$ cat config.mk
export PLATFORM = sky130hd
export DESIGN_NAME = gnn_node_scheduler
export DESIGN_NICKNAME = d
export VERILOG_FILES = /design/src/rtl/defines_pkg.sv /design/src/rtl/next_node_find.sv /design/src/rtl/gnn_node_scheduler.sv
export SDC_FILE = /design/constraint.sdc
export NUM_CORES = 1
export LEC_CHECK = 0
export ABC_AREA = 1
export CAP_MARGIN = 20
export CORE_MARGIN = 10
export CORE_UTILIZATION = 51
export DETAILED_ROUTE_END_ITERATION = 6
export PLACE_DENSITY = 0.83
export REMOVE_ABC_BUFFERS = 1
export SLEW_MARGIN = 25
export SYNTH_ARGS = -nofsm -noshare
export SYNTH_HDL_FRONTEND = slang
export SYNTH_HIERARCHICAL = 1
export SYNTH_SLANG_ARGS = --single-unit
$ cat constraint.sdc
create_clock -name clk -period 5.1 [get_ports clk]
set_input_delay 0.51 -clock clk [delete_from_list [all_inputs] [get_ports clk]]
set_output_delay 0.51 -clock clk [all_outputs]
set_load 0.005 [all_outputs]
$ cat src/rtl/defines_pkg.sv
// rtl/defines_pkg.sv - shared types and constants for the GNN node scheduler
package defines_pkg;

    localparam int NUM_GNN_NODES = 4;

    typedef enum logic [2:0] {
        PH_IDLE,
        PH_L1_MUL01,
        PH_L1_MUL23,
        PH_L1_ADD,
        PH_L1_WB,
        PH_L2_MUL,
        PH_L2_WB,
        PH_DONE
    } phase_t;

    typedef enum logic [2:0] {
        ST_IDLE,
        ST_L1_MUL01,
        ST_L1_MUL23,
        ST_L1_ADD,
        ST_L1_WB,
        ST_L2_MUL,
        ST_L2_WB,
        ST_DONE
    } sched_state_t;

endpackage

$ cat src/rtl/next_node_find.sv
// rtl/next_node_find.sv - next enabled node above an index, or lowest enabled node
module next_node_find #(
    parameter int NUM_NODES = 4,
    parameter int NODE_W    = $clog2(NUM_NODES)
) (
    input  logic [NUM_NODES-1:0] mask_i,
    input  logic [NODE_W-1:0]    cur_i,
    input  logic                 from_start_i,
    output logic [NODE_W-1:0]    next_o,
    output logic                 none_o
);

    // from_start_i treats the current index as -1, giving the lowest set bit.
    always_comb begin
        next_o = '0;
        none_o = 1'b1;
        for (int i = NUM_NODES - 1; i >= 0; i--) begin
            if (mask_i[i] && (from_start_i || (i > int'(cur_i)))) begin
                next_o = NODE_W'(i);
                none_o = 1'b0;
            end
        end
    end

endmodule

$ cat src/rtl/gnn_node_scheduler.sv
// rtl/gnn_node_scheduler.sv - time-multiplexes one two-layer engine across graph nodes
module gnn_node_scheduler
    import defines_pkg::*;
#(
    parameter int NUM_NODES = NUM_GNN_NODES,
    parameter int NODE_W    = $clog2(NUM_NODES)
) (
    input  logic                 clk,
    input  logic                 rst_n,
    input  logic                 in_ready,
    input  logic [NUM_NODES-1:0] node_mask,
    input  logic                 abort,
    output logic                 busy,
    output phase_t               phase,
    output logic [NODE_W-1:0]    node_sel,
    output logic                 eng_clk_en,
    output logic [NUM_NODES-1:0] l1_wr_en,
    output logic [NUM_NODES-1:0] out_wr_en,
    output logic [NUM_NODES-1:0] out_ready,
    output logic                 done
);

    sched_state_t         state_q, state_d;
    logic [NODE_W-1:0]    node_sel_q, node_sel_d;
    logic [NUM_NODES-1:0] mask_q, mask_d;
    logic [NUM_NODES-1:0] out_ready_q, out_ready_d;
    logic                 in_ready_prev_q;

    logic                 start;
    logic [NODE_W-1:0]    walk_next, low_next;
    logic                 walk_none, low_none;
    logic [NUM_NODES-1:0] low_mask;

    assign start = in_ready & ~in_ready_prev_q;

    // In IDLE the lowest-bit lookup sees the live mask so the first node is known at start.
    assign low_mask = (state_q == ST_IDLE) ? node_mask : mask_q;

    next_node_find #(.NUM_NODES(NUM_NODES), .NODE_W(NODE_W)) u_walk (
        .mask_i       (mask_q),
        .cur_i        (node_sel_q),
        .from_start_i (1'b0),
        .next_o       (walk_next),
        .none_o       (walk_none)
    );

    next_node_find #(.NUM_NODES(NUM_NODES), .NODE_W(NODE_W)) u_lowest (
        .mask_i       (low_mask),
        .cur_i        ('0),
        .from_start_i (1'b1),
        .next_o       (low_next),
        .none_o       (low_none)
    );

    always_comb begin
        state_d     = state_q;
        node_sel_d  = node_sel_q;
        mask_d      = mask_q;
        out_ready_d = out_ready_q;
        unique case (state_q)
            ST_IDLE: begin
                if (start && !low_none) begin
                    state_d     = ST_L1_MUL01;
                    node_sel_d  = low_next;
                    mask_d      = node_mask;
                    out_ready_d = '0;
                end
            end
            ST_L1_MUL01: state_d = ST_L1_MUL23;
            ST_L1_MUL23: state_d = ST_L1_ADD;
            ST_L1_ADD:   state_d = ST_L1_WB;
            ST_L1_WB: begin
                if (!walk_none) begin
                    state_d    = ST_L1_MUL01;
                    node_sel_d = walk_next;
                end else begin
                    state_d    = ST_L2_MUL;
                    node_sel_d = low_next;
                end
            end
            ST_L2_MUL:   state_d = ST_L2_WB;
            ST_L2_WB: begin
                out_ready_d[node_sel_q] = 1'b1;
                if (!walk_none) begin
                    state_d    = ST_L2_MUL;
                    node_sel_d = walk_next;
                end else begin
                    state_d    = ST_DONE;
                end
            end
            ST_DONE:     state_d = ST_IDLE;
            default:     state_d = ST_IDLE;
        endcase
        // Abort overrides every transition, including a pending result write.
        if (abort && (state_q != ST_IDLE)) begin
            state_d     = ST_IDLE;
            out_ready_d = '0;
        end
    end

    always_ff @(posedge clk or negedge rst_n) begin
        if (!rst_n) begin
            state_q         <= ST_IDLE;
            node_sel_q      <= '0;
            mask_q          <= '0;
            out_ready_q     <= '0;
            in_ready_prev_q <= 1'b0;
        end else begin
            state_q         <= state_d;
            node_sel_q      <= node_sel_d;
            mask_q          <= mask_d;
            out_ready_q     <= out_ready_d;
            in_ready_prev_q <= in_ready;
        end
    end

    always_comb begin
        phase = PH_IDLE;
        unique case (state_q)
            ST_IDLE:     phase = PH_IDLE;
            ST_L1_MUL01: phase = PH_L1_MUL01;
            ST_L1_MUL23: phase = PH_L1_MUL23;
            ST_L1_ADD:   phase = PH_L1_ADD;
            ST_L1_WB:    phase = PH_L1_WB;
            ST_L2_MUL:   phase = PH_L2_MUL;
            ST_L2_WB:    phase = PH_L2_WB;
            ST_DONE:     phase = PH_DONE;
            default:     phase = PH_IDLE;
        endcase
    end

    assign busy       = (state_q != ST_IDLE);
    assign done       = (state_q == ST_DONE);
    assign eng_clk_en = (state_q != ST_IDLE) && (state_q != ST_DONE);
    assign node_sel   = node_sel_q;
    assign out_ready  = out_ready_q;
    assign l1_wr_en   = (state_q == ST_L1_WB) ? (NUM_NODES'(1) << node_sel_q) : '0;
    assign out_wr_en  = (state_q == ST_L2_WB) ? (NUM_NODES'(1) << node_sel_q) : '0;

endmodule

==> impl_metrics.env, run 1 <==
export IMPL_drive_above_1_share=0.163
export IMPL_grt_pass1_wl_um=4750
export IMPL_arrival_ns=1.79
export IMPL_htreeDepth=1
export IMPL_multi_input_area_sq_um=626
export IMPL_grt_pass1_vias=1060
export IMPL_synth_cell_type_count=23
export IMPL_power_leakage_nw=0.691
export IMPL_clockPowerShare=0.144
export IMPL_ios=28
export IMPL_synthTopCellsByArea="dfrtp_1 33%, nand2_1 17%, inv_1 6.0%, nor2_1 6.0%, nand2_2 5.3%"
export IMPL_clk_pin_slew_ns=0.10
export IMPL_core_sq_mm=0.00196
export IMPL_sw_frac_of_total=0.475
export IMPL_pwr_share_seq=0.303
export IMPL_grt_use_met3=0.0441
export IMPL_cts_resized=0
export IMPL_yosysSeqAreaShare=0.331
export IMPL_grtUsageMet1=0.157
export IMPL_rows=16
export IMPL_skew_ns=0.00497
export IMPL_cellPowerDensity_mw_per_mm2=416
export IMPL_fillers=188
export IMPL_synth_seq_cells=14
export IMPL_netlist_area_sq_mm=0.00106
export IMPL_overflow=0
export IMPL_cts_buffer_depth=2
export IMPL_timing_slew_headroom=0.565
export IMPL_tightest_slew_ns=0.650
export IMPL_drv_cap=0
export IMPL_clock_latency_ns=0.29
export IMPL_cts_setup_buffers=0
export IMPL_drc=0
export IMPL_hold_path_class="reg -> reg"
export IMPL_drt_wirelength_per_cell_um=12.1
export IMPL_die_area_sq_mm=0.00429
export IMPL_final_cell_mix="48 x nand2_1, 27 x clkdlybuf4s50_1, 17 x inv_1, 17 x nor2_1, 14 x dfrtp_1"
export IMPL_power_share_combinational=0.553
export IMPL_yosysTopAreaCell="dfrtp_1"
export IMPL_port_buffers=27
export IMPL_status="complete, no violations"
export IMPL_grt_use_met2=0.227
export IMPL_worstPathRequired_ns=4.59
export IMPL_finalSetupTns_ns=0
export IMPL_dp_hpwl_um=2150
export IMPL_start_kind="flip-flop"
export IMPL_num_antenna_cells=0
export IMPL_period_needed_ns=2.30
export IMPL_p_switching_uw=276
export IMPL_worst_setup_path_type="reg -> out"
export IMPL_finalWeightedCongestion=0.793
export IMPL_final_common_cell="nand2_1"
export IMPL_grt_use_total=0.134
export IMPL_slew_violations=0
export IMPL_start_util=0.539
export IMPL_vias=1075
export IMPL_hold_viol=0
export IMPL_grt_setup_unrepaired="no"
export IMPL_crit_fanout=9
export IMPL_critPathCaptureType="primary output"
export IMPL_clock_tree_root_cell="clkbuf_4"
export IMPL_syn_area_per_cell_sq_um=6.82
export IMPL_ys_warn_count=6
export IMPL_ir_drop_mv=0.249
export IMPL_setup_viol=0
export IMPL_nets=199
export IMPL_drtIter0Drc=57
export IMPL_fin_util=0.711
export IMPL_synth_top_cell_area_share=0.331
export IMPL_wirelength_um=2640
export IMPL_syn_inst=155
export IMPL_numCtsBuffers=3
export IMPL_p_int_uw=305
export IMPL_area_growth_pct=32.0
export IMPL_numClockSinks=14
export IMPL_firstDrtPassIters=4
export IMPL_avgViaCountPerCell=4.95
export IMPL_busiest_layer="met2"
export IMPL_die_w_um=65.5
export IMPL_seqCellArea_sq_um=350
export IMPL_dpl_worst_slack_ns=2.99
export IMPL_postCtsHoldBufs=0
export IMPL_cts_tree="built"
export IMPL_antenna_left=0
export IMPL_min_period_over_period=0.451
export IMPL_grt_max_degree=15
export IMPL_antenna_found_initial=0
export IMPL_fin_ws_ns=2.80
export IMPL_fmax_mhz=435
export IMPL_die_height_um=65.5
## layout make-up
| type | count | area share |
|---|---|---|
| sequential | 14 | 0.251 |
| multi-input combinational | 124 | 0.448 |
| tap | 27 | 0.0242 |
| clock buffer | 4 | 0.0260 |
| timing repair buffer | 27 | 0.194 |
| inverter | 21 | 0.0565 |
## sequential cells by signal, summed over array words and instances (netlist names)
signal / cells
in_ready_prev_q: 1
mask_q: 4
node_sel: 2
out_ready: 4
state_q: 3
## routing by layer
layer | vias up | routed length (um) | share of wire
li1 | 548 | - | -
met4 | 0 | 13 | 0.0049
met2 | 43 | 1260 | 0.48
met1 | 482 | 1130 | 0.43
met5 | - | 0 | 0
met3 | 2 | 237 | 0.090
## final timing paths
path	from	to	slack, ns	cells after the start
setup / recovery	state_q[2]$_DFFE_PN0P_	done	2.80	3
hold / removal	out_ready[0]$_DFFE_PN0P_	out_ready[0]$_DFFE_PN0P_	0.52	2
setup reg to reg	state_q[1]$_DFFE_PN0P_	node_sel[1]$_DFFE_PN0P_	3.06	12
hold reg to reg	out_ready[0]$_DFFE_PN0P_	out_ready[0]$_DFFE_PN0P_	0.52	2
max in group asynchronous	rst_n	node_sel[1]$_DFFE_PN0P_	4.07	1
min in group asynchronous	rst_n	in_ready_prev_q$_DFF_PN0_	0.61	1
## metrics by stage
stage	hold WS (ns)	cell area (sq um)	power [mW]	instances
after floorplan	0.214	1050	0.398	159
after global placement	0.486	1360	0.483	213
after detailed placement	0.492	1360	0.498	213
after CTS	0.515	1400	0.582	217
after global routing	0.551	1400	0.639	217
final	0.517	1400	0.581	217
## critical path, cell delays in order (launching register included)
cell and delay [ns]:
dfrtp_1 0.62, inv_1 0.12, nor2_1 0.22, clkdlybuf4s50_1 0.55
## logic make-up after synthesis
logic type             after synthesis  share of synthesized area
buffers and inverters               23                     0.0982
and+or+nand+nor                     97                      0.459
AOI/OAI and AO/OA                   19                      0.104
DFF                                 14                      0.331
other                                2                    0.00710
## synth_stat cells
library cell	instances
nand3_2	2
dfrtp_1	14
o21ai_1	7
clkbuf_8	1
nand2_1	48
o21ai_2	1
nand2_2	9
a21oi_2	1
a211oi_2	1
o21ai_0	4
a21oi_1	5
conb_1	2
inv_1	17
nor2_1	17
nand2_4	1
nand4_1	2
nor2_4	3
nand3_1	10
nand3_4	2
nor2_2	2
nor3_2	1
inv_2	4
buf_6	1
## power groups by stage
stage	Combinational, mW	Clock, mW	Sequential, mW
6_report	0.321	0.0836	0.176
5_1_grt	0.369	0.0892	0.181
4_1_cts	0.322	0.0841	0.175
3_5_place_dp	0.320	0	0.178
3_3_place_gp	0.306	0	0.177
2_1_floorplan	0.227	0	0.170
Power figures use the tool's default switching activity.
==> run 2: changes to the inputs <==
--- a/config.mk
+++ b/config.mk
@@ -8,9 +8,9 @@
 export ABC_AREA = 1
 export CAP_MARGIN = 20
 export CORE_MARGIN = 10
-export CORE_UTILIZATION = 51
+export CORE_UTILIZATION = 43
 export DETAILED_ROUTE_END_ITERATION = 6
-export PLACE_DENSITY = 0.83
+export PLACE_DENSITY = 0.75
 export REMOVE_ABC_BUFFERS = 1
 export SLEW_MARGIN = 25
 export SYNTH_ARGS = -nofsm -noshare
==> constraint.sdc (replaced) <==
create_clock -name clk -period 2.09 [get_ports clk]
set_input_delay 0.209 -clock clk [delete_from_list [all_inputs] [get_ports clk]]
set_output_delay 0.209 -clock clk [all_outputs]
set_load 0.005 [all_outputs]
==> run 2 against run 1 <==
Compared with the run above: cell count is 0.46% higher; sequential cell count did not move; cell area fell by 0.27%; die area grew 13%; non-clock buffer count up 1; sequential power increased by 150%; sequential share of layout area up 0.16 points; worst setup slack got worse by 2.6 ns; wire length grew 2.4%; critical path type unchanged; critical endpoint is now eng_clk_en; largest power group unchanged; highest routed layer unchanged.
==> impl_metrics.env, run 2 (synthesis results as in run 1) <==
export IMPL_instances_no_fill=218
export IMPL_met3WireLength_um=176
export IMPL_tightest_slew_ns=0.625
export IMPL_pwr_share_seq=0.317
export IMPL_status="complete, no violations"
export IMPL_drt_wirelength_per_cell_um=12.4
export IMPL_drtIter0Drc=51
export IMPL_period_needed_ns=1.93
export IMPL_firstDrtPassIters=4
export IMPL_ios=28
export IMPL_grt_use_total=0.114
export IMPL_p_int_uw=707
export IMPL_setup_viol=0
export IMPL_slew_violations=0
export IMPL_cts_setup_buffers=0
export IMPL_power_leakage_nw=0.688
export IMPL_numCtsBuffers=3
export IMPL_cts_buffer_depth=2
export IMPL_crit_fanout=7
export IMPL_die_height_um=69.6
export IMPL_drc=0
export IMPL_final_cell_mix="48 x nand2_1, 27 x clkdlybuf4s50_1, 17 x inv_1, 17 x nor2_1, 13 x dfrtp_1"
export IMPL_top_layer="met4"
export IMPL_avgViaCountPerCell=4.82
export IMPL_vias=1050
export IMPL_dp_cells=215
export IMPL_sw_frac_of_total=0.484
export IMPL_drive_above_1_share=0.168
export IMPL_worstSetupStartpoint="state_q[0]$_DFFE_PN0P_"
export IMPL_timing_slew_headroom=0.582
export IMPL_area_growth_pct=31.6
export IMPL_cts_tree="built"
export IMPL_drv_cap=0
export IMPL_grt_max_degree=15
export IMPL_core_sq_mm=0.00228
export IMPL_clock_tree_root_cell="clkbuf_4"
export IMPL_finalSetupTns_ns=0
export IMPL_rows=17
export IMPL_r2r_cells=12
export IMPL_overflow=0
export IMPL_die_w_um=69.6
export IMPL_port_buffers=27
export IMPL_die_area_sq_mm=0.00484
export IMPL_fmax_mhz=519
export IMPL_hold_viol=0
export IMPL_final_common_cell="nand2_1"
export IMPL_numClockSinks=14
export IMPL_route_met2_wl_um=1310
export IMPL_worst_setup_path_type="reg -> out"
export IMPL_p_switching_uw=662
export IMPL_htreeDepth=1
export IMPL_grt_pass1_vias=1065
export IMPL_antenna_found_initial=0
export IMPL_num_antenna_cells=0
export IMPL_wl_met1_um=1200
export IMPL_grt_setup_unrepaired="no"
export IMPL_hold_path_class="in -> async"
export IMPL_arrival_ns=1.72
export IMPL_min_period_over_period=0.922
export IMPL_dp_hpwl_um=2230
export IMPL_endpoint="eng_clk_en"
export IMPL_clockPowerShare=0.110
export IMPL_clock_latency_ns=0.28
export IMPL_finalWeightedCongestion=0.833
export IMPL_timing_rr_end="out_ready[3]$_DFFE_PN0P_"
export IMPL_ir_drop_mv=0.836
export IMPL_nets=200
export IMPL_clk_pin_slew_ns=0.08
export IMPL_cellPowerDensity_mw_per_mm2=985
export IMPL_critPathCaptureType="primary output"
export IMPL_timing_rr_start="state_q[1]$_DFFE_PN0P_"
export IMPL_worstPathRequired_ns=1.88
export IMPL_grt_pass1_wl_um=4850
export IMPL_start_kind="flip-flop"
export IMPL_skew_ns=0.00256
export IMPL_wirelength_um=2700
export IMPL_postCtsHoldBufs=0
export IMPL_antenna_left=0
export IMPL_power_share_combinational=0.573
export IMPL_start_util=0.465
export IMPL_rrSetupSlack_ns=0.19
## run 2: per-layer routing
metal	track usage	vias to the layer above
li1	-	549
met1	0.127	474
met2	0.197	23
met3	0.0485	4
met4	0.0244	0
met5	0	-
## run 2: repair_timing
action / CTS / global route
hold endpoints to repair: 0 / 0
gates resized for setup: 0 / 3
endpoints found under the setup margin: 0 / 6
## run 2: final cells by class
type,instances,area [sq um]
Multi-Input combinational cell,124,626
Tap cell,28,35.0
Sequential cell,14,352
Inverter,21,78.8
Timing Repair Buffer,28,278
Fill cell,206,885
Clock buffer,3,22.5
## run 2: power groups by stage
| stage | registers (mW) | logic, mW | clock network (mW) |
|---|---|---|---|
| after floorplan | 0.416 | 0.555 | 0 |
| after global placement | 0.438 | 0.750 | 0 |
| after detailed placement | 0.437 | 0.772 | 0 |
| after CTS | 0.433 | 0.781 | 0.153 |
| after global routing | 0.447 | 0.894 | 0.169 |
| final | 0.434 | 0.784 | 0.151 |
## run 2: how the worst min path moves through the flow
| stage | startpoint | endpoint | slack [ns] | depth (start not counted) |
|---|---|---|---|---|
| detailed placement | out_ready[0]$_DFFE_PN0P_ | out_ready[0]$_DFFE_PN0P_ | 0.51 | 2 |
| floorplan | rst_n | in_ready_prev_q$_DFF_PN0_ | -0.09 | 0 |
| global route | rst_n | out_ready[3]$_DFFE_PN0P_ | 0.36 | 1 |
| global placement | out_ready[1]$_DFFE_PN0P_ | out_ready[1]$_DFFE_PN0P_ | 0.49 | 2 |
| finish | rst_n | out_ready[3]$_DFFE_PN0P_ | 0.31 | 1 |
| CTS | rst_n | out_ready[3]$_DFFE_PN0P_ | 0.34 | 1 |
## run 2: worst max-delay path, stage by stage (launching register included)
cell and delay, ns:
dfrtp_1 0.44, inv_2 0.17, nand2_2 0.08, nor2_4 0.22, nor2_1 0.07, clkdlybuf4s50_1 0.46
## run 2: metrics by stage
step	cell area (sq um)	hold WS (ns)	total power, mW	setup WS [ns]	util
CTS	1390	0.341	1.37	0.125	0.611
finish	1390	0.312	1.37	0.162	0.611
detailed placement	1370	0.507	1.21	0.165	0.601
global route	1390	0.363	1.51	0.00555	0.611
floorplan	1050	-0.0866	0.971	0.336	-
global placement	1370	0.489	1.19	0.261	0.601
==> run 3: changes to the inputs <==
--- a/config.mk
+++ b/config.mk
@@ -7,10 +7,9 @@
 export LEC_CHECK = 0
 export ABC_AREA = 1
 export CAP_MARGIN = 20
-export CORE_MARGIN = 10
-export CORE_UTILIZATION = 43
+export CORE_UTILIZATION = 48
 export DETAILED_ROUTE_END_ITERATION = 6
-export PLACE_DENSITY = 0.75
+export PLACE_DENSITY = 0.79
 export REMOVE_ABC_BUFFERS = 1
 export SLEW_MARGIN = 25
 export SYNTH_ARGS = -nofsm -noshare
==> constraint.sdc (replaced) <==
create_clock -name clk -period 2.1 [get_ports clk]
set_input_delay 0.21 -clock clk [delete_from_list [all_inputs] [get_ports clk]]
set_output_delay 0.21 -clock clk [all_outputs]
set_load 0.005 [all_outputs]
==> run 3 against run 2 <==
Compared with the run above: combinational power up 1%; sequential cell count unchanged; via count up 0.95%; clock power up 34%; worst hold slack better by 0.00089 ns; total power up 4.2%; die area down 51%; register-to-register slack about the same; utilization up 8.5 points; largest cell class unchanged.
==> impl_metrics.env, run 3 (synthesis results as in run 1) <==
export IMPL_status="complete, no violations"
export IMPL_drc=0
export IMPL_worstPathRequired_ns=1.89
export IMPL_firstDrtPassIters=4
export IMPL_die_w_um=48.9
export IMPL_crit_fanout=7
export IMPL_antenna_left=0
export IMPL_die_height_um=48.9
export IMPL_numCtsBuffers=3
export IMPL_core_sq_mm=0.00202
export IMPL_cts_buffer_depth=2
export IMPL_place_area_sq_mm=0.00137
export IMPL_clock_latency_ns=0.29
export IMPL_postCtsHoldBufs=0
export IMPL_clock_tree_root_cell="clkbuf_4"
export IMPL_grt_pass1_wl_um=4510
export IMPL_drive_above_1_share=0.173
export IMPL_start_kind="flip-flop"
export IMPL_hold_path_class="in -> async"
export IMPL_htreeDepth=1
export IMPL_area_growth_pct=33.3
export IMPL_period_needed_ns=2.01
export IMPL_numClockSinks=14
export IMPL_vias=1060
export IMPL_timing_slew_headroom=0.561
export IMPL_nets=200
export IMPL_drv_cap=0
export IMPL_slew_violations=0
export IMPL_port_buffers=27
export IMPL_overflow=0
export IMPL_num_antenna_cells=0
export IMPL_setup_viol=0
export IMPL_antenna_found_initial=0
export IMPL_critPathCaptureType="primary output"
export IMPL_ir_drop_mv=0.562
export IMPL_worst_setup_path_type="reg -> out"
export IMPL_skew_ns=0.00390
export IMPL_min_period_over_period=0.956
export IMPL_start_util=0.523
export IMPL_fmax_mhz=498
export IMPL_ios=28
export IMPL_dp_hpwl_um=1980
export IMPL_drt_wirelength_per_cell_um=11.7
export IMPL_final_cell_mix="48 x nand2_1, 27 x clkdlybuf4s50_1, 17 x inv_1, 17 x nor2_1, 13 x dfrtp_1"
export IMPL_grt_setup_unrepaired="no"
export IMPL_cts_tree="built"
export IMPL_rows=16
export IMPL_cellPowerDensity_mw_per_mm2=1010
export IMPL_tightest_slew_ns=0.657
export IMPL_fillers=187
export IMPL_arrival_ns=1.80
export IMPL_fin_area_sq_mm=0.00141
export IMPL_grt_use_total=0.244
export IMPL_die_area_sq_mm=0.00239
export IMPL_grt_max_degree=15
export IMPL_hold_viol=0
export IMPL_finalWeightedCongestion=0.872
export IMPL_grt_pass1_vias=1050
export IMPL_drtIter0Drc=20
export IMPL_clk_pin_slew_ns=0.09
export IMPL_wirelength_um=2560
export IMPL_final_common_cell="nand2_1"
export IMPL_finalSetupTns_ns=0
export IMPL_power_leakage_nw=0.696
export IMPL_avgViaCountPerCell=4.86
run 3: cell types whose count changed in the layout (fill, tap and decap cells not counted), sizes merged:
| cell | change |
|---|---|
| clkbuf | +1 |
run 3: layout make-up:
| cell class | instances | area [sq um] | share of cell area |
|---|---|---|---|
| Clock buffer | 4 | 36.3 | 0.0258 |
| Sequential cell | 14 | 352 | 0.250 |
| Timing Repair Buffer | 28 | 278 | 0.197 |
| Tap cell | 27 | 33.8 | 0.0240 |
| Multi-Input combinational cell | 124 | 631 | 0.448 |
| Inverter | 21 | 78.8 | 0.0560 |
run 3: final timing paths:
check	start	to	slack, ns	depth (start not counted)
max	state_q[1]$_DFFE_PN0P_	l1_wr_en[1]	0.09	4
min	rst_n	node_sel[1]$_DFFE_PN0P_	0.31	1
max reg2reg	state_q[1]$_DFFE_PN0P_	out_ready[0]$_DFFE_PN0P_	0.18	12
min reg2reg	out_ready[3]$_DFFE_PN0P_	out_ready[3]$_DFFE_PN0P_	0.51	2
max in group asynchronous	rst_n	state_q[1]$_DFFE_PN0P_	1.33	1
min in group clk	in_ready	in_ready_prev_q$_DFF_PN0_	0.38	1
run 3: timing repair:
item / CTS / global route
buffers inserted: 0 / 0
resized for setup: 0 / 4
setup endpoints to repair: 0 / 6
run 3: power breakdown:
group | switching (mW) | leakage [nW] | internal, mW
logic | 0.487 | 0.493 | 0.306
clock network | 0.0971 | 0.0210 | 0.106
registers | 0.0971 | 0.182 | 0.334
run 3: layer usage:
metal	routed length [um]	global-route usage	vias to the layer above	share of wire
li1	-	-	546	-
met3	106	0.0374	5	0.041
met2	1250	0.444	29	0.49
met4	36	0.0735	0	0.014
met1	1160	0.293	480	0.45
met5	0	0	-	0
run 3: per-stage QoR:
stage / std cells / hold slack, ns / setup WS, ns / power [mW] / utilization
finish: 218 / 0.313 / 0.0918 / 1.43 / 0.697
global route: 218 / 0.372 / 0.00531 / 1.55 / 0.697
CTS: 218 / 0.353 / 0.0959 / 1.41 / 0.694
detailed placement: 214 / 0.488 / 0.141 / 1.21 / 0.676
global placement: 214 / 0.486 / 0.265 / 1.18 / 0.676
floorplan: 159 / -0.0856 / 0.346 / 0.966 / -
run 3: critical path: stages (launching register included):
cell	delay [ns]
dfrtp_2	0.48
nor2_2	0.21
nand2_2	0.16
nor2_1	0.13
clkdlybuf4s50_1	0.52
